File: config.mk
export PLATFORM = sky130hd
export DESIGN_NAME = gpr_cdb_arbiter
export DESIGN_NICKNAME = d
export VERILOG_FILES = /design/src/rtl/gpr_cdb_arbiter_pkg.sv /design/src/rtl/gpr_cdb_arbiter_rr_pick.sv /design/src/rtl/gpr_cdb_arbiter.sv
export SDC_FILE = /design/constraint.sdc
export NUM_CORES = 1
export LEC_CHECK = 0
export ABC_AREA = 1
export ABC_CLOCK_PERIOD_IN_PS = 1300
export CAP_MARGIN = 20
export CORE_MARGIN = 1.5
export CORE_UTILIZATION = 23
export DETAILED_ROUTE_END_ITERATION = 8
export HOLD_SLACK_MARGIN = 0.1
export PLACE_DENSITY = 0.81
export SETUP_SLACK_MARGIN = 0.05
export SLEW_MARGIN = 25
export SYNTH_ARGS = -nofsm -noshare
export SYNTH_HDL_FRONTEND = slang
export SYNTH_SLANG_ARGS = --single-unit
File: constraint.sdc
create_clock -name clk -period 1.3 [get_ports clk]
set_clock_uncertainty 0.15 [all_clocks]
set_input_delay 0.39 -clock clk [delete_from_list [all_inputs] [get_ports clk]]
set_output_delay 0.39 -clock clk [all_outputs]
set_load 0.1 [all_outputs]
File: src/rtl/gpr_cdb_arbiter_pkg.sv
// gpr_cdb_arbiter_pkg
//   Shared types and constants for the GPR common data bus.
//   ROB_WIDTH      : ROB tag width
//   N_GPR_CDB_REQ  : number of GPR-writing units arbitrating for the CDB
//   GPR_CDB_*      : fixed requester index of each unit (0 = highest fixed priority)
//   cdb_t          : {valid, tag, data} broadcast seen by RSs, ROB and GPR file
//   tag_match()    : consumer-side helper, true when a valid broadcast carries a tag
package gpr_cdb_arbiter_pkg;

    localparam int ROB_WIDTH     = 6;
    localparam int N_GPR_CDB_REQ = 4;

    localparam int GPR_CDB_MOV = 0;
    localparam int GPR_CDB_ALU = 1;
    localparam int GPR_CDB_LSU = 2;
    localparam int GPR_CDB_MUL = 3;

    typedef struct packed {
        logic                 valid;
        logic [ROB_WIDTH-1:0] tag;
        logic [31:0]          data;
    } cdb_t;

    function automatic logic tag_match(input cdb_t cdb, input logic [ROB_WIDTH-1:0] tag);
        return cdb.valid && (cdb.tag == tag);
    endfunction

endpackage

File: src/rtl/gpr_cdb_arbiter_rr_pick.sv
// rr_pick
//   Pure combinational rotating picker: searches req starting at index ptr,
//   wrapping modulo N, and returns the first set bit. With ptr tied to 0 this
//   is a plain lowest-index-wins fixed-priority pick.
//   req    in  N   request vector
//   ptr    in  W   first index searched (must be < N)
//   onehot out N   one-hot grant, all zero when req is zero
//   idx    out W   index of the granted bit (0 when nothing granted)
//   any    out 1   at least one request present
module rr_pick
    import gpr_cdb_arbiter_pkg::*;
#(
    parameter  int N = 4,
    localparam int W = (N > 1) ? $clog2(N) : 1
) (
    input  logic [N-1:0] req,
    input  logic [W-1:0] ptr,
    output logic [N-1:0] onehot,
    output logic [W-1:0] idx,
    output logic         any
);

    logic [W:0] cand;
    logic       found;

    // Walk the N candidate positions ptr, ptr+1, ... (mod N); first requester wins.
    always_comb begin
        cand  = '0;
        found = 1'b0;
        idx   = '0;
        for (int i = 0; i < N; i++) begin
            // ptr < N and i < N, so a single conditional subtract gives the modulo.
            cand = {1'b0, ptr} + (W+1)'(i);
            cand = (cand >= (W+1)'(N)) ? (cand - (W+1)'(N)) : cand;
            if (!found && req[cand[W-1:0]]) begin
                found = 1'b1;
                idx   = cand[W-1:0];
            end else begin
                found = found;
            end
        end
        any    = found;
        onehot = found ? (N'(1'b1) << idx) : '0;
    end

endmodule

File: src/rtl/gpr_cdb_arbiter.sv
// gpr_cdb_arbiter
//   Sole driver of the GPR common data bus. Grants at most one requesting unit
//   per cycle (the unit dispatches on valid&&ready), then in the following cycle
//   broadcasts that unit's registered result with the captured ROB tag.
//   Latency req_valid -> gpr_cdb.valid is exactly one cycle; back-to-back grants
//   are allowed, so the bus can be valid every cycle.
//   clk         in   1                 clock
//   reset       in   1                 synchronous, active-high reset
//   req_valid   in   N_REQ             unit i has a dispatchable entry this cycle
//   req_ready   out  N_REQ             one-hot (or zero) grant, combinational
//   req_tag     in   N_REQ*ROB_WIDTH   ROB tag of unit i's candidate this cycle
//   req_result  in   N_REQ*32          unit i's result, valid the cycle after dispatch
//   gpr_cdb     out  cdb_t             {valid, tag, data} broadcast
//   grant_cnt   out  32                broadcasts since reset (CDB_STAT_EN), else 0
// Build options:
//   GPR_CDB_RR_EN  round-robin arbitration (default: fixed priority, index 0 highest)
//   CDB_STAT_EN    enables the free-running broadcast counter on grant_cnt
module gpr_cdb_arbiter
    import gpr_cdb_arbiter_pkg::*;
#(
    parameter  int N_REQ = N_GPR_CDB_REQ,
    localparam int SEL_W = (N_REQ > 1) ? $clog2(N_REQ) : 1
) (
    input  logic                       clk,
    input  logic                       reset,
    input  logic [N_REQ-1:0]           req_valid,
    output logic [N_REQ-1:0]           req_ready,
    input  logic [N_REQ*ROB_WIDTH-1:0] req_tag,
    input  logic [N_REQ*32-1:0]        req_result,
    output cdb_t                       gpr_cdb,
    output logic [31:0]                grant_cnt
);

    logic [ROB_WIDTH-1:0] tag_arr    [N_REQ];
    logic [31:0]          result_arr [N_REQ];

    logic [SEL_W-1:0]     pick_ptr;
    logic [N_REQ-1:0]     pick_onehot;
    logic [SEL_W-1:0]     pick_idx;
    logic                 pick_any;
    logic                 grant;

    logic                 vld_r;
    logic [SEL_W-1:0]     sel_r;
    logic [ROB_WIDTH-1:0] tag_r;

    for (genvar g = 0; g < N_REQ; g++) begin : g_slice
        assign tag_arr[g]    = req_tag[g*ROB_WIDTH +: ROB_WIDTH];
        assign result_arr[g] = req_result[g*32 +: 32];
    end

`ifdef GPR_CDB_RR_EN
    logic [SEL_W-1:0] rr_ptr;

    // Rotate the search start to just past the last winner.
    always_ff @(posedge clk) begin
        if (reset) begin
            rr_ptr <= '0;
        end else if (grant) begin
            rr_ptr <= (pick_idx == SEL_W'(N_REQ-1)) ? '0 : (pick_idx + SEL_W'(1));
        end else begin
            rr_ptr <= rr_ptr;
        end
    end

    assign pick_ptr = rr_ptr;
`else
    assign pick_ptr = '0;
`endif

    rr_pick #(.N(N_REQ)) u_pick (
        .req    (req_valid),
        .ptr    (pick_ptr),
        .onehot (pick_onehot),
        .idx    (pick_idx),
        .any    (pick_any)
    );

    assign grant = pick_any && !reset;

    // Grant to the picked unit; nothing is granted while reset is asserted.
    always_comb begin
        if (reset) begin
            req_ready = '0;
        end else begin
            req_ready = pick_onehot;
        end
    end

    // Capture the winner; sel/tag hold across idle cycles since data is don't-care then.
    always_ff @(posedge clk) begin
        if (reset) begin
            vld_r <= 1'b0;
            sel_r <= '0;
            tag_r <= '0;
        end else if (grant) begin
            vld_r <= 1'b1;
            sel_r <= pick_idx;
            tag_r <= tag_arr[pick_idx];
        end else begin
            vld_r <= 1'b0;
            sel_r <= sel_r;
            tag_r <= tag_r;
        end
    end

    // Broadcast: the unit registers its own result, so data is a plain mux on sel.
    // valid is masked by reset so a grant made just before reset is dropped.
    always_comb begin
        gpr_cdb.valid = vld_r && !reset;
        gpr_cdb.tag   = tag_r;
        gpr_cdb.data  = result_arr[sel_r];
    end

`ifdef CDB_STAT_EN
    logic [31:0] grant_cnt_r;

    // Count broadcasts actually seen on the bus; wraps naturally at 2^32.
    always_ff @(posedge clk) begin
        if (reset) begin
            grant_cnt_r <= 32'd0;
        end else if (vld_r) begin
            grant_cnt_r <= grant_cnt_r + 32'd1;
        end else begin
            grant_cnt_r <= grant_cnt_r;
        end
    end

    assign grant_cnt = grant_cnt_r;
`else
    assign grant_cnt = 32'd0;
`endif

endmodule
# After elaboration in Yosys (flattened, before gate mapping)
# Cells that the tools add are included.
[totals]
regBits = 9
inputBits = 158
output_inout_bits = 75
wordCells = 33
[op_classes]
order_cmp = 2
shift = 1
muxes = 16
n_bitwise = 2
n_reduce_logical = 9
[ops]
columns = ["cell", "count"]
rows = [
  ["$bmux W32 S2", 1],
  ["$mux W32", 2],
  ["$bmux W6 S2", 1],
  ["$mux W6", 2],
  ["$mux W4", 2],
  ["$ge A3 B3 Y1 const B", 2],
  ["$mux W1", 6],
  ["$not A2 Y3", 2],
  ["$logic_and A1 B1 Y1", 5],
  ["$logic_not A1 Y1", 4],
  ["$mux W2", 2],
  ["$shl A1 B2 Y4 const A", 1],
]

# Logic depth before layout (Yosys ltp)
# Gate-level depths: netlist of run 1.
[logic_depth]
depth_word = 14
ltp_mapped = 10
mapped_depth_nobuf = 9

# Hierarchy
# Synthesis of run 1 repeated with hierarchy kept, for this count alone.
[unflattened]
cells_unflattened = 395
hier_area_um2 = 2105.8
[by_module_without_submodules]
columns = ["module", "n_inst", "cells_per_inst", "area_each_um2", "seq_area_each_um2"]
rows = [
  ["gpr_cdb_arbiter", 1, 328, 1774.2, 180.2],
  ["rr_pick", 1, 67, 331.6, 0.0],
]

# Worst setup path before layout of run 1
# No wires, ideal clock.
[synth_timing]
kind = "input -> output"
start = "input port req_valid[0]"
end = "output port req_ready[1]"
t_arrival_ns = 2.488
required_ns = 0.760
setup_slack_ns = -1.728
path_stages = 1
n_path_buf = 0
path_cell_list = "nor3_1"
[synth_via]
elab_chain_len = 13
elab_cells_between_ends = 16
classes_between = "1 x shift; 9 x mux; 6 x reduce/logical"
[synth_rtl]
columns = ["element", "line", "source"]
rows = [
  ["start, declared", "gpr_cdb_arbiter.sv:26", "input logic [N_REQ-1:0] req_valid,"],
  ["$mux W1 *", "gpr_cdb_arbiter_rr_pick.sv:35", "if (!found && req[cand[W-1:0]]) begin"],
  ["$logic_not A1 Y1", "gpr_cdb_arbiter_rr_pick.sv:35", ""],
  ["$logic_and A1 B1 Y1", "gpr_cdb_arbiter_rr_pick.sv:35", ""],
  ["$mux W1", "gpr_cdb_arbiter_rr_pick.sv:35", ""],
  ["$logic_not A1 Y1", "gpr_cdb_arbiter_rr_pick.sv:35", ""],
  ["$logic_and A1 B1 Y1", "gpr_cdb_arbiter_rr_pick.sv:35", ""],
  ["$mux W1", "gpr_cdb_arbiter_rr_pick.sv:35", ""],
  ["$logic_not A1 Y1", "gpr_cdb_arbiter_rr_pick.sv:35", ""],
  ["$logic_and A1 B1 Y1", "gpr_cdb_arbiter_rr_pick.sv:35", ""],
  ["$mux W2", "gpr_cdb_arbiter_rr_pick.sv:35", ""],
  ["$shl A1 B2 Y4", "gpr_cdb_arbiter_rr_pick.sv:43", "onehot = found ? (N'(1'b1) << idx) : '0;"],
  ["$mux W4 *", "gpr_cdb_arbiter_rr_pick.sv:43", ""],
  ["$mux W4 *", "gpr_cdb_arbiter.sv:83", "if (reset) begin"],
  ["end, declared", "gpr_cdb_arbiter.sv:27", "output logic [N_REQ-1:0] req_ready,"],
]
# Mark *: on every way between the ends. The rest lies on a longest branch, timed or not.

==> impl_metrics.py, run 1 <==
metrics = {
    "yosys": {
        "syn_area_sq_um": 1800,
        "synth-seq-cells": 9,
        "ys.flop_type": "dfxtp_1",
        "ys_seq_area_frac": 0.100,
        "synthTopCellsByArea": "nor2_1 14%, buf_4 13%, o22ai_1 11%, dfxtp_1 10%, o21ai_1 9.7%",
        "yosys.area.top_type": "nor2_1",
        "postSynthAreaPerCell_sq_um": 5.56,
        "synth_cells": 324,
        "async_flop_share": 0,
        "synth_top_area_frac": 0.144,
        "ys_warn_count": 0,
        "synth_edf_count": 0,
        "yosysUniqueCellTypes": 23,
    },
    "finish": {
        "final_common_cell": "clkdlybuf4s50_1",
        "area_growth_pct": 239,
        "fillers": 426,
        "drive_above_1_share": 0.525,
        "post-route-util": 0.798,
        "final_nets": 715,
        "multiInputGateArea_sq_um": 2460,
        "most-common-layout-cells": "152 x clkdlybuf4s50_1, 51 x buf_12, 39 x nor2_2, 32 x o22ai_4, 32 x conb_1",
        "register_area_sq_um": 199,
    },
    "die": {
        "dieHeight_um": 91.5,
        "die_x_um": 91.5,
        "io_pins": 233,
        "coreArea_sq_um": 7650,
        "num_rows": 32,
        "start_util": 0.235,
        "die_area_sq_um": 8370,
    },
    "clock_network": {
        "cts_buffer_depth": 2,
        "cts_sinks": 9,
        "cts_root_buf": "clkbuf_8",
        "cts-buffers-inserted": 3,
        "path_clk_slew_ns": 0.05,
        "hold_buffers": 0,
        "clock_latency_ns": 0.23,
        "h-tree-depth": 1,
        "cts_tree": "done",
    },
    "outcome": {
        "violations": "negative setup slack",
        "status": "finished, violations left",
    },
    "placement": {
        "gp_congestion": 0.871,
        "io_buffers": 200,
        "hpwl_um": 8160,
    },
    "grt": {
        "first_global_vias": 3170,
        "grt_max_degree": 26,
        "antenna_found_initial": 0,
        "grt_use_total": 0.244,
        "overflow": 0,
        "grt_first_pass_wirelength_um": 16300,
    },
    "power_and_ir_drop": {
        "p_leak_nw": 2.37,
        "ir_worst_vdd_v": 0.000752,
        "p_per_area_nw_per_um2": 725,
        "power_mw": 4.42,
    },
    "worst_setup_path": {
        "critical_path_class": "flip-flop to output pin",
        "end_kind": "output pin",
        "cp_data_required_time_ns": 0.76,
        "start_kind": "flip-flop",
        "worstPathMaxFanout": 8,
        "worstPathArrival_ns": 1.51,
    },
    "route": {
        "vias": 3344,
        "ant_nets": 0,
        "drt_iter0_markers": 118,
        "wirelength_um": 14100,
        "viasPerCell": 5.07,
        "wire_per_inst_um": 21.4,
        "drt_pass1_iterations": 4,
        "drc": 0,
    },
    "sta": {
        "rsz0062_at_grt": "true",
        "period_minus_slack_ns": 2.05,
        "drv_slew": 0,
        "setup_ws_ns": -0.750,
        "hold_violations": 0,
        "min_period_over_period": 1.58,
        "setup_violations": 48,
        "fmax_mhz": 488,
    },
    "hold_path": {
        "holdCritPathClass": "input pin to flip-flop",
    },
    "job": {
        "cap_violations": 0,
    },
}
==> path summary, 6_finish.rpt <==
kind | from | slack (ns) | depth (start not counted) | to
setup / recovery | sel_r[0]$_SDFFE_PP0P_ | -0.75 | 5 | gpr_cdb[13]
hold / removal | req_valid[0] | 0.32 | 4 | sel_r[1]$_SDFFE_PP0P_
setup reg to reg | sel_r[1]$_SDFFE_PP0P_ | 0.15 | 4 | sel_r[1]$_SDFFE_PP0P_
hold reg to reg | tag_r[1]$_SDFFE_PP0P_ | 0.34 | 2 | tag_r[1]$_SDFFE_PP0P_
==> cells by family after synthesis <==
family                 after synthesis  share of synthesized area
AOI/OAI and AO/OA                  101                      0.305
and+or+nand+nor                    135                      0.342
DFF                                  9                      0.100
other                                1                    0.00208
buffers and inverters               78                      0.251
==> layout make-up <==
type	instances	area share
timing repair buffer	250	0.512
multi-input combinational	268	0.403
sequential	9	0.0326
inverter	24	0.0224
tap	102	0.0209
clock buffer	4	0.00738
timing repair inverter	1	0.00185
antenna	1	0.000410
==> synthesized netlist by cell type, types with 9 or more instances <==
library cell  number
dfxtp_1            9
buf_4             32
nand3b_1          11
o21ai_1           35
nand2_1           24
nand3_1           19
o21ai_0           31
inv_1             15
inv_2              9
nor2_1            69
o22ai_1           32
buf_2             12
==> flip-flops by register name (all words and copies together) (netlist names) <==
signal,cells
sel_r,2
tag_r,6
vld_r,1
==> worst max-delay path, stage by stage, from the launching register on <==
cell      delay [ns]
dfxtp_4         0.34
clkbuf_4        0.17
buf_12          0.15
o21ai_1         0.28
o22ai_4         0.14
buf_12          0.18
==> metrics by stage <==
step                      cells  worst slack, ns  hold WS (ns)  setup TNS (ns)  cell area, sq um
after floorplan             355           -0.510         0.325          -17.69              2580
after global placement      631           -0.724         0.327          -27.44              4940
after detailed placement    631           -0.738         0.331          -28.08              4940
after CTS                   641           -0.704         0.303          -22.73              5340
after global routing        658           -0.798         0.323          -25.84              6100
final                       659           -0.750         0.317          -23.79              6100
==> layer usage <==
metal	up-vias	global-route usage	wire (um)
met5	-	0	0
li1	1502	-	-
met4	0	0.0677	517
met3	46	0.0553	1280
met2	192	0.454	7230
met1	1604	0.275	5100
==> what timing repair did <==
item | CTS | global route
setup buffers | 4 | 12
cloned | 2 | 7
setup endpoints to repair | 52 | 49
hold endpoints to repair | 0 | 0
gates resized for setup | 107 | 134
pin swaps | 21 | 22
==> power breakdown <==
part / total (mW) / switching, mW / internal, mW / leakage (nW)
logic: 3.76 / 2.29 / 1.47 / 2.27
clock network: 0.336 / 0.122 / 0.215 / 0.0228
registers: 0.326 / 0.0246 / 0.301 / 0.0782
total: 4.42 / 2.44 / 1.99 / 2.37
Note: power is estimated with default switching activity, not from simulation.
==> run 2: changes to the inputs <==
--- a/config.mk
+++ b/config.mk
@@ -5,14 +5,13 @@
 export SDC_FILE = /design/constraint.sdc
 export NUM_CORES = 1
 export LEC_CHECK = 0
-export ABC_AREA = 1
 export ABC_CLOCK_PERIOD_IN_PS = 1300
 export CAP_MARGIN = 20
-export CORE_MARGIN = 1.5
-export CORE_UTILIZATION = 23
+export CORE_AREA = 2 2 91 93
 export DETAILED_ROUTE_END_ITERATION = 8
+export DIE_AREA = 0 0 93 95
 export HOLD_SLACK_MARGIN = 0.1
-export PLACE_DENSITY = 0.81
+export PLACE_DENSITY = 0.78
 export SETUP_SLACK_MARGIN = 0.05
 export SLEW_MARGIN = 25
 export SYNTH_ARGS = -nofsm -noshare
==> impl_metrics.py, run 2 <==
metrics = {
    "hold_path": {
        "hold_depth": 3,
        "min_from": "reset",
        "holdCritPathClass": "input pin to flip-flop",
        "holdPathEnd": "sel_r[0]$_SDFFE_PP0P_",
    },
    "finish": {
        "top_register": "tag_r",
        "post-route-util": 0.561,
        "drive_above_1_share": 0.387,
        "multiInputGateArea_sq_um": 1290,
        "final_nets": 526,
        "final_common_cell": "clkdlybuf4s50_1",
        "area_growth_pct": 179,
        "reg.largest.list": "tag_r: 6 flops, sel_r: 2 flops, vld_r: 1 flops",
        "most-common-layout-cells": "147 x clkdlybuf4s50_1, 48 x buf_12, 32 x mux4_2, 32 x conb_1, 23 x buf_4",
        "diodes": 0,
        "fillers": 670,
        "register_area_sq_um": 199,
        "largest_reg_flops": 6,
    },
    "worst_setup_path": {
        "start_kind": "flip-flop",
        "crit_chain": "buf_12 > mux4_2 > buf_12",
        "worstPathArrival_ns": 1.57,
        "rr_worst_depth": 5,
        "r2r-start": "sel_r[0]$_SDFFE_PP0P_",
        "cp_top_family": "multiplexers",
        "crit_buf_inv": 2,
        "reg2reg_slack_ns": 0.02,
        "cp_data_required_time_ns": 0.76,
        "rr_endpoint": "sel_r[0]$_SDFFE_PP0P_",
        "slowest_stage": "mux4_2",
        "worstPathMaxFanout": 14,
        "cpPeakStageDelay_ns": 0.56,
        "end_kind": "output pin",
        "critical_path_class": "flip-flop to output pin",
        "path_common_cell": "buf_12",
    },
    "yosys": {
        "yosys.area.top_type": "mux4_2",
        "postSynthAreaPerCell_sq_um": 10.9,
        "yosysUniqueCellTypes": 27,
        "syn_area_sq_um": 1590,
        "ys_warn_count": 0,
        "ys.flop_type": "dfxtp_1",
        "ys_seq_area_frac": 0.113,
        "synthTopCellsByArea": "mux4_2 45%, buf_4 16%, dfxtp_1 11%, a21o_1 4.7%, a211oi_1 2.4%",
        "synth_cells": 146,
        "synth_edf_count": 0,
        "synth_most_common_cell": "buf_4",
        "synthTopCellsByCount": "33 x buf_4, 32 x mux4_2, 10 x a21o_1",
        "synth-seq-cells": 9,
        "synth_top_area_frac": 0.452,
        "async_flop_share": 0,
    },
    "die": {
        "io_pins": 233,
        "num_rows": 33,
        "die_x_um": 93,
        "coreArea_sq_um": 7930,
        "die_area_sq_um": 8840,
        "dieHeight_um": 95,
        "start_util": 0.201,
    },
    "sta": {
        "drv_slew": 0,
        "hold_ws_ns": 0.296,
        "fin_setup_tns_ns": -27.85,
        "setup_ws_ns": -0.806,
        "period_minus_slack_ns": 2.11,
        "min_period_over_period": 1.62,
        "setup_violations": 50,
        "fmax_mhz": 475,
        "hold_violations": 0,
        "rsz0062_at_grt": "true",
    },
    "clock_network": {
        "cts_sinks": 9,
        "clock_latency_ns": 0.24,
        "cts_root_buf": "clkbuf_8",
        "cts-buffers-inserted": 3,
        "cts_buffer_depth": 2,
        "h-tree-depth": 1,
        "cts_tree": "done",
        "path_clk_slew_ns": 0.04,
        "hold_buffers": 0,
    },
    "power_and_ir_drop": {
        "ir_worst_vdd_v": 0.000365,
        "p_per_area_nw_per_um2": 770,
        "p_leak_nw": 1.76,
    },
    "route": {
        "drt_iter0_markers": 35,
        "ant_nets": 0,
        "vias": 2076,
        "wirelength_um": 8200,
        "drt_pass1_iterations": 4,
        "wire_per_inst_um": 17.4,
        "drc": 0,
        "viasPerCell": 4.40,
    },
    "placement": {
        "gp_congestion": 0.874,
        "io_buffers": 200,
        "hpwl_um": 7000,
    },
    "job": {
        "cap_violations": 0,
    },
    "grt": {
        "grt_max_degree": 26,
        "grt_use_total": 0.171,
        "grt_first_pass_wirelength_um": 11500,
        "antenna_found_initial": 0,
        "first_global_vias": 2192,
        "overflow": 0,
    },
    "outcome": {
        "status": "finished, violations left",
        "violations": "negative setup slack",
    },
}
-- run 2: changes by cell type after synthesis, moves of 10 or more --
cell     before  now
o21ai_0      31    0
nand2_1      24    5
nor2_1       69    7
nand3_1      19    0
a21o_1        0   10
inv_1        15    3
o21ai_1      35    0
mux4_2        0   32
o22ai_1      32    5
-- run 2: layout make-up --
| cell class | count | area share |
|---|---|---|
| Sequential cell | 9 | 0.0447 |
| Multi-Input combinational cell | 118 | 0.291 |
| Timing Repair Buffer | 233 | 0.621 |
| Inverter | 3 | 0.00366 |
| Clock buffer | 4 | 0.0101 |
| Tap cell | 105 | 0.0295 |
-- run 2: stage by stage --
step | instances | power [mW] | cell area [sq um] | setup WS, ns
finish | 472 | 3.42 | 4450 | -0.806
global route | 472 | 3.53 | 4450 | -0.861
CTS | 468 | 3.40 | 4350 | -0.827
detailed placement | 456 | 3.03 | 4220 | -0.836
global placement | 456 | 3.01 | 4220 | -0.834
floorplan | 177 | 2.00 | 1830 | -1.14
-- run 2: repair_timing --
item	4_1_cts	5_1_grt
endpoints found under the hold margin	0	0
pin swaps	8	1
buffers inserted	8	5
endpoints found under the setup margin	52	51
resized for setup	38	19
-- run 2: cells by family after synthesis --
group / after synthesis / synth area share
buffers and inverters: 50 / 0.210
AOI/OAI and AO/OA: 25 / 0.118
muxes: 32 / 0.452
DFF: 9 / 0.113
and+or+nand+nor: 29 / 0.105
other: 1 / 0.00235
-- run 2: worst max path at each step --
| stage | start | cells past startpoint | slack (ns) | end |
|---|---|---|---|---|
| global placement | req_result[97] | 3 | -0.83 | gpr_cdb[1] |
| CTS | sel_r[0]$_SDFFE_PP0P_ | 3 | -0.83 | gpr_cdb[14] |
| detailed placement | req_result[97] | 3 | -0.84 | gpr_cdb[1] |
| finish | sel_r[0]$_SDFFE_PP0P_ | 3 | -0.81 | gpr_cdb[14] |
| global route | sel_r[0]$_SDFFE_PP0P_ | 3 | -0.86 | gpr_cdb[12] |
| floorplan | req_valid[0] | 4 | -1.14 | req_ready[3] |
-- run 2: per-layer routing --
layer  track usage  vias up  wire (um)
met3        0.0439        8        724
met4        0.0515        0        108
li1              -      948          -
met2         0.315      124       4430
met1         0.196      996       2940
met5             0        -          0
-- run 2: worst reg2reg max path, stage by stage, from the launching register on --
cell and delay (ns):
dfxtp_4 0.37, buf_12 0.16, buf_4 0.14, o21ba_2 0.20, nor2_1 0.09, nor3_1 0.06
-- run 2: where the power goes --
| part | switching (mW) | internal, mW | total (mW) |
|---|---|---|---|
| sequential | 0.0233 | 0.298 | 0.321 |
| combinational | 1.63 | 1.14 | 2.77 |
| clock | 0.123 | 0.215 | 0.337 |
==> run 3: changes to the inputs <==
--- a/config.mk
+++ b/config.mk
@@ -10,6 +10,7 @@
 export CORE_AREA = 2 2 91 93
 export DETAILED_ROUTE_END_ITERATION = 8
 export DIE_AREA = 0 0 93 95
+export GPL_ROUTABILITY_DRIVEN = 0
 export HOLD_SLACK_MARGIN = 0.1
 export PLACE_DENSITY = 0.78
 export SETUP_SLACK_MARGIN = 0.05
==> results of run 3 <==
Final layout, timing and power as in run 2 (identical DEF).
==> patch 1: new RTL, flow settings as in run 1 <==
Set the package constant `N_GPR_CDB_REQ` to 8 (it was 4).
--- a/src/rtl/gpr_cdb_arbiter_pkg.sv
+++ b/src/rtl/gpr_cdb_arbiter_pkg.sv
@@ -8,7 +8,7 @@
 package gpr_cdb_arbiter_pkg;
 
     localparam int ROB_WIDTH     = 6;
-    localparam int N_GPR_CDB_REQ = 4;
+    localparam int N_GPR_CDB_REQ = 8;
 
     localparam int GPR_CDB_MOV = 0;
     localparam int GPR_CDB_ALU = 1;
Interface: changed (resized req_ready, req_result, req_tag and req_valid); port bits go from 233 to 393. The function was not compared with the original's and may differ.
==> patch 1 against run 1 <==
The run still ends with setup timing left; synthesized area increased by 91%; via count increased by 99%; first-iteration DRC count increased to 3.0 times the old value; global-route usage increased by 2.3 points; design area increased by 60%; wire length increased by 61%; register-to-register slack got worse by 0.03 ns; setup slack got worse by 0.29 ns; total power increased by 40%; sequential cell count increased by 1; critical path type is now in -> out.
==> patch 1: results (changes against run 1) <==
Timing
  • Setup ws final: -1.04 ns (-0.294 ns)
  • # setup viols final: 55 (+15%)

Global routing
  • Global Route Usage Sum: 26.8% (+2.3 points)
  • Largest net degree at the start of global routing: 37 (+42%)
  • GR Layer Usage met1: 28.3% (+0.77 points)
  • Routing usage on met3: 5.31% (-0.22 points)

Synth
  • Most frequent cells after synthesis: 234 x nor2_1, 130 x o21ai_0, 111 x nand2_1
  • Synth area leaders: nor2_1 26%, o21ai_0 19%, nand2_1 12%
  • Yosys cell types: 27 (+17%)

Finish
  • Share of layout cells above drive strength 1: 28.5% (-24 points)
  • Biggest regs: tag_r: 6 flops, sel_r: 3 flops, vld_r: 1 flops

Placed design
  • DP Wirelength: 17200 microns (+110%)
  • Post-DP Area: 0.00871 sq mm (+77%)
  • Port buffer count: 360 (+80%)
  • Post-Place Setup Slack: -1.38 ns (-0.645 ns)

Critical path
  • Arrival time at the worst endpoint: 1.80 ns (+0.29 ns)
  • CP max FO: 4 (-4)
  • Cell family contributing the most delay on the critical path: simple AND/OR/NAND/NOR gates
  • Slowest CP cell: buf_12

Pwr
  • Pleak: 4.00 nW (+69%)
  • Switching Fraction: 50.4% (-4.7 points)

Outcome
  • Status: complete, but fails checks
  • Failing checks: setup timing

CTS
  • Root buffer cell: clkbuf_16

Drt
  • Via count: 6643 (+99%)
  • Routed Wire Length: 22800 microns (+61%)
[patch 1: final timing paths]
check / slack (ns) / cells after the start / start / end
worst max-delay path: -1.04 / 12 / req_valid[0] / req_ready[6]
worst min-delay path: 0.40 / 4 / reset / sel_r[2]
worst max register to register: 0.12 / 4 / sel_r[1] / sel_r[1]
worst min register to register: 0.43 / 4 / tag_r[2] / tag_r[2]
[patch 1: per-stage QoR]
stage | std cells | hold WS, ns
2_1_floorplan | 743 | 0.318
3_5_place_dp | 1277 | 0.424
3_3_place_gp | 1277 | 0.415
4_1_cts | 1304 | 0.393
5_1_grt | 1317 | 0.406
6_report | 1317 | 0.402
[patch 1: kinds of logic after synthesis]
kind of cell / Yosys count / synth area share [%]
buf+inv: 111 / 16.6
simple gates: 391 / 45.8
flops: 10 / 5.83
compound gates: 199 / 31.6
other cells: 1 / 0.109
[patch 1: final cells by class]
cell class | count | area, sq um
antenna | 3 | 7.51
clock buffer | 4 | 78.8
fill | 1124 | 4760
inverter | 23 | 121
multi-input combinational | 622 | 3730
sequential | 10 | 219
tap | 184 | 230
timing repair buffer | 471 | 5380
[patch 1: routing by layer]
layer  share of wire [%]  vias to the layer above  wire length (microns)
met2                  53                      350                  12100
met4                 4.9                        0                   1110
met1                  35                     3053                   8040
met5                   0                        -                      0
li1                    -                     3166                      -
met3                 6.9                       74                   1570
[patch 1: power groups by stage]
stage	Sequential (mW)	Clock, mW	Combinational (mW)
after floorplan	0.448	0	2.70
after global placement	0.358	0	4.77
after global routing	0.357	0.584	5.50
after detailed placement	0.359	0	4.81
after CTS	0.355	0.561	5.12
final	0.355	0.555	5.27
[patch 1: what timing repair did]
action,in CTS,in global routing
buffers inserted,22,8
cloned,3,2
pin swaps,54,23
setup endpoints to repair,57,57
resized for setup,205,76
==> patch 2: new RTL, config.mk and constraints of run 1 <==
Without the edit above. The option `CDB_STAT_EN` is turned on by a define.
--- a/src/rtl/gpr_cdb_arbiter.sv
+++ b/src/rtl/gpr_cdb_arbiter.sv
@@ -15,6 +15,8 @@
 // Build options:
 //   GPR_CDB_RR_EN  round-robin arbitration (default: fixed priority, index 0 highest)
 //   CDB_STAT_EN    enables the free-running broadcast counter on grant_cnt
+`define CDB_STAT_EN
+
 module gpr_cdb_arbiter
     import gpr_cdb_arbiter_pkg::*;
 #(
Check against the original RTL: not equivalent (Yosys sat finds a counterexample within 4 cycles, from zero or initial values and one cycle with reset high).
==> patch 2 against run 1 <==
The flow still finishes with violations (setup timing); wire length is 56% higher; synthesized area is 81% higher; combinational power is 3% lower; global-route usage is 1.2 points higher; maximum frequency is 0.27% lower; sequential cell count is 32 higher; sequential power grew to 3.9 times the old value; design area is 59% higher; cell count is 67% higher; setup slack worse by 0.0054 ns; sequential share of layout area is 6.7 points higher; total power is 41% higher; critical endpoint is now gpr_cdb[12].
==> patch 2: results (changes against run 1) <==
Outcome
  • Status: complete, but fails checks
  • Failing checks: setup timing

Placed design
  • Post-Place Setup Slack: -0.770 ns (-0.0318 ns)
  • DP Wirelength: 12400 microns (+52%)
  • Post-DP Area: 0.00795 sq mm (+61%)
  • Placed cells: 1028 (+63%)
  • RePlAce Congestion: 0.839 (-3.7%)
  • Port buffer count: 232 (+16%)

Finish
  • Sequential share of cell area: 9.95% (+6.7 points)
  • Clock-cell share: 1.56% (+0.82 points)
  • Clock buffers: 6 (+2)
  • Layout Cells excl Fill: 1103 (+67%)
  • Share of layout cells above drive strength 1: 54.8% (+2.3 points)
  • Final nets: 1080 (+51%)
  • Area of the multi-input gates: 0.00339 sq mm (+38%)
  • FILL cells: 919 (+120%)
  • Number of antenna diodes: 1 (unchanged)
  • Layout sequential cell count: 41 (+32)
  • Reg area: 967 sq um (+390%)
  • Buffer share of cell area: 48.6% (-2.5 points)
  • Signal buffers: 384 (+54%)
  • Comb_multi_in: 432 (+61%)

Global routing
  • Routing usage on met3: 4.96% (-0.57 points)
  • Largest net degree at the start of global routing: 30 (+15%)
  • Initial antenna violation count: 1 (+1)
  • Vias in the first global route: 5724 (+81%)
  • Met2 Usage GRT: 47.6% (+2.2 points)
  • GR Layer Usage met1: 27.9% (+0.44 points)
  • First-pass GRT wire length: 29800 microns (+83%)

Pwr
  • Peak VDD IR: 0.506 mV (-33%)
  • PwrDens: 642 mW/mm^2 (-11%)
  • Clk pwr share: 21.4% (+14 points)
  • Total internal power: 3.59 mW (+81%)
  • Flop pwr share: 20.3% (+13 points)
  • Pleak: 3.94 nW (+66%)

CTS
  • Root buffer cell: clkbuf_16
  • Total CTS buffers: 5 (+2)
  • Clock insertion delay at the later pin of the skew report: 0.30 ns (+0.07 ns)
  • Clock-pin slew on the worst setup and hold paths: around 0.060 ns
  • Clock H-tree levels: 2 (+1)

Synth
  • Mapped Cells: 556 (+72%)
  • Synth area leaders: dfxtp_1 25%, nor2_1 15%, o21ai_0 12%
  • Register area share after synthesis: 25.2% (+15 points)
  • Most frequent cells after synthesis: 129 x nor2_1, 91 x nand2_1, 76 x o21ai_0

Critical path
  • Cell family contributing the most delay on the critical path: buffers and inverters
  • Slowest CP cell: dfxtp_4
  • CP max FO: 19 (+11)
  • Slowest stage delay, CP: 0.38 ns (+0.04 ns)

Drt
  • Met1 wire length: 7740 microns (+52%)
  • Met2 wire len: 11400 microns (+58%)
  • Metal3 WL: 1700 microns (+33%)
  • Wire per inst: 19.9 microns (-7.0%)
  • Via density: 5.20 (+2.4%)
  • Starting DRT DRC Count: 453 (+280%)

Timing
  • Setup TNS: -36.46 ns (-12.67 ns)
  • Setup ws final: -0.756 ns (-0.00545 ns)
  • # setup viols final: 111 (+130%)

Floorplanning
  • Area of the core: 0.0139 sq mm (+82%)
[patch 2: cells by family after synthesis]
group	synth area share [%]
AND/OR/NAND/NOR	40.9
AO/OA/AOI/OAI	21.9
buffers and inverters	10.2
flip-flops	25.2
XOR/XNOR	1.34
adder cells (fa/ha/maj)	0.384
[patch 2: path summary, 6_finish.rpt]
path,startpoint,end,slack (ns),cells past startpoint
hold reg to reg,tag_r[2],tag_r[2],0.33,2
setup reg to reg,grant_cnt[16],grant_cnt[31],-0.38,8
setup / recovery,sel_r[0],gpr_cdb[12],-0.76,6
hold / removal,req_valid[1],sel_r[1],0.23,4
[patch 2: repair_timing]
| action | CTS | global route |
|---|---|---|
| gates cloned | 6 | 1 |
| endpoints found under the hold margin | 0 | 0 |
| buffers inserted | 37 | 30 |
| setup endpoints to repair | 116 | 113 |
| pin swaps | 41 | 67 |
| gates resized for setup | 185 | 141 |
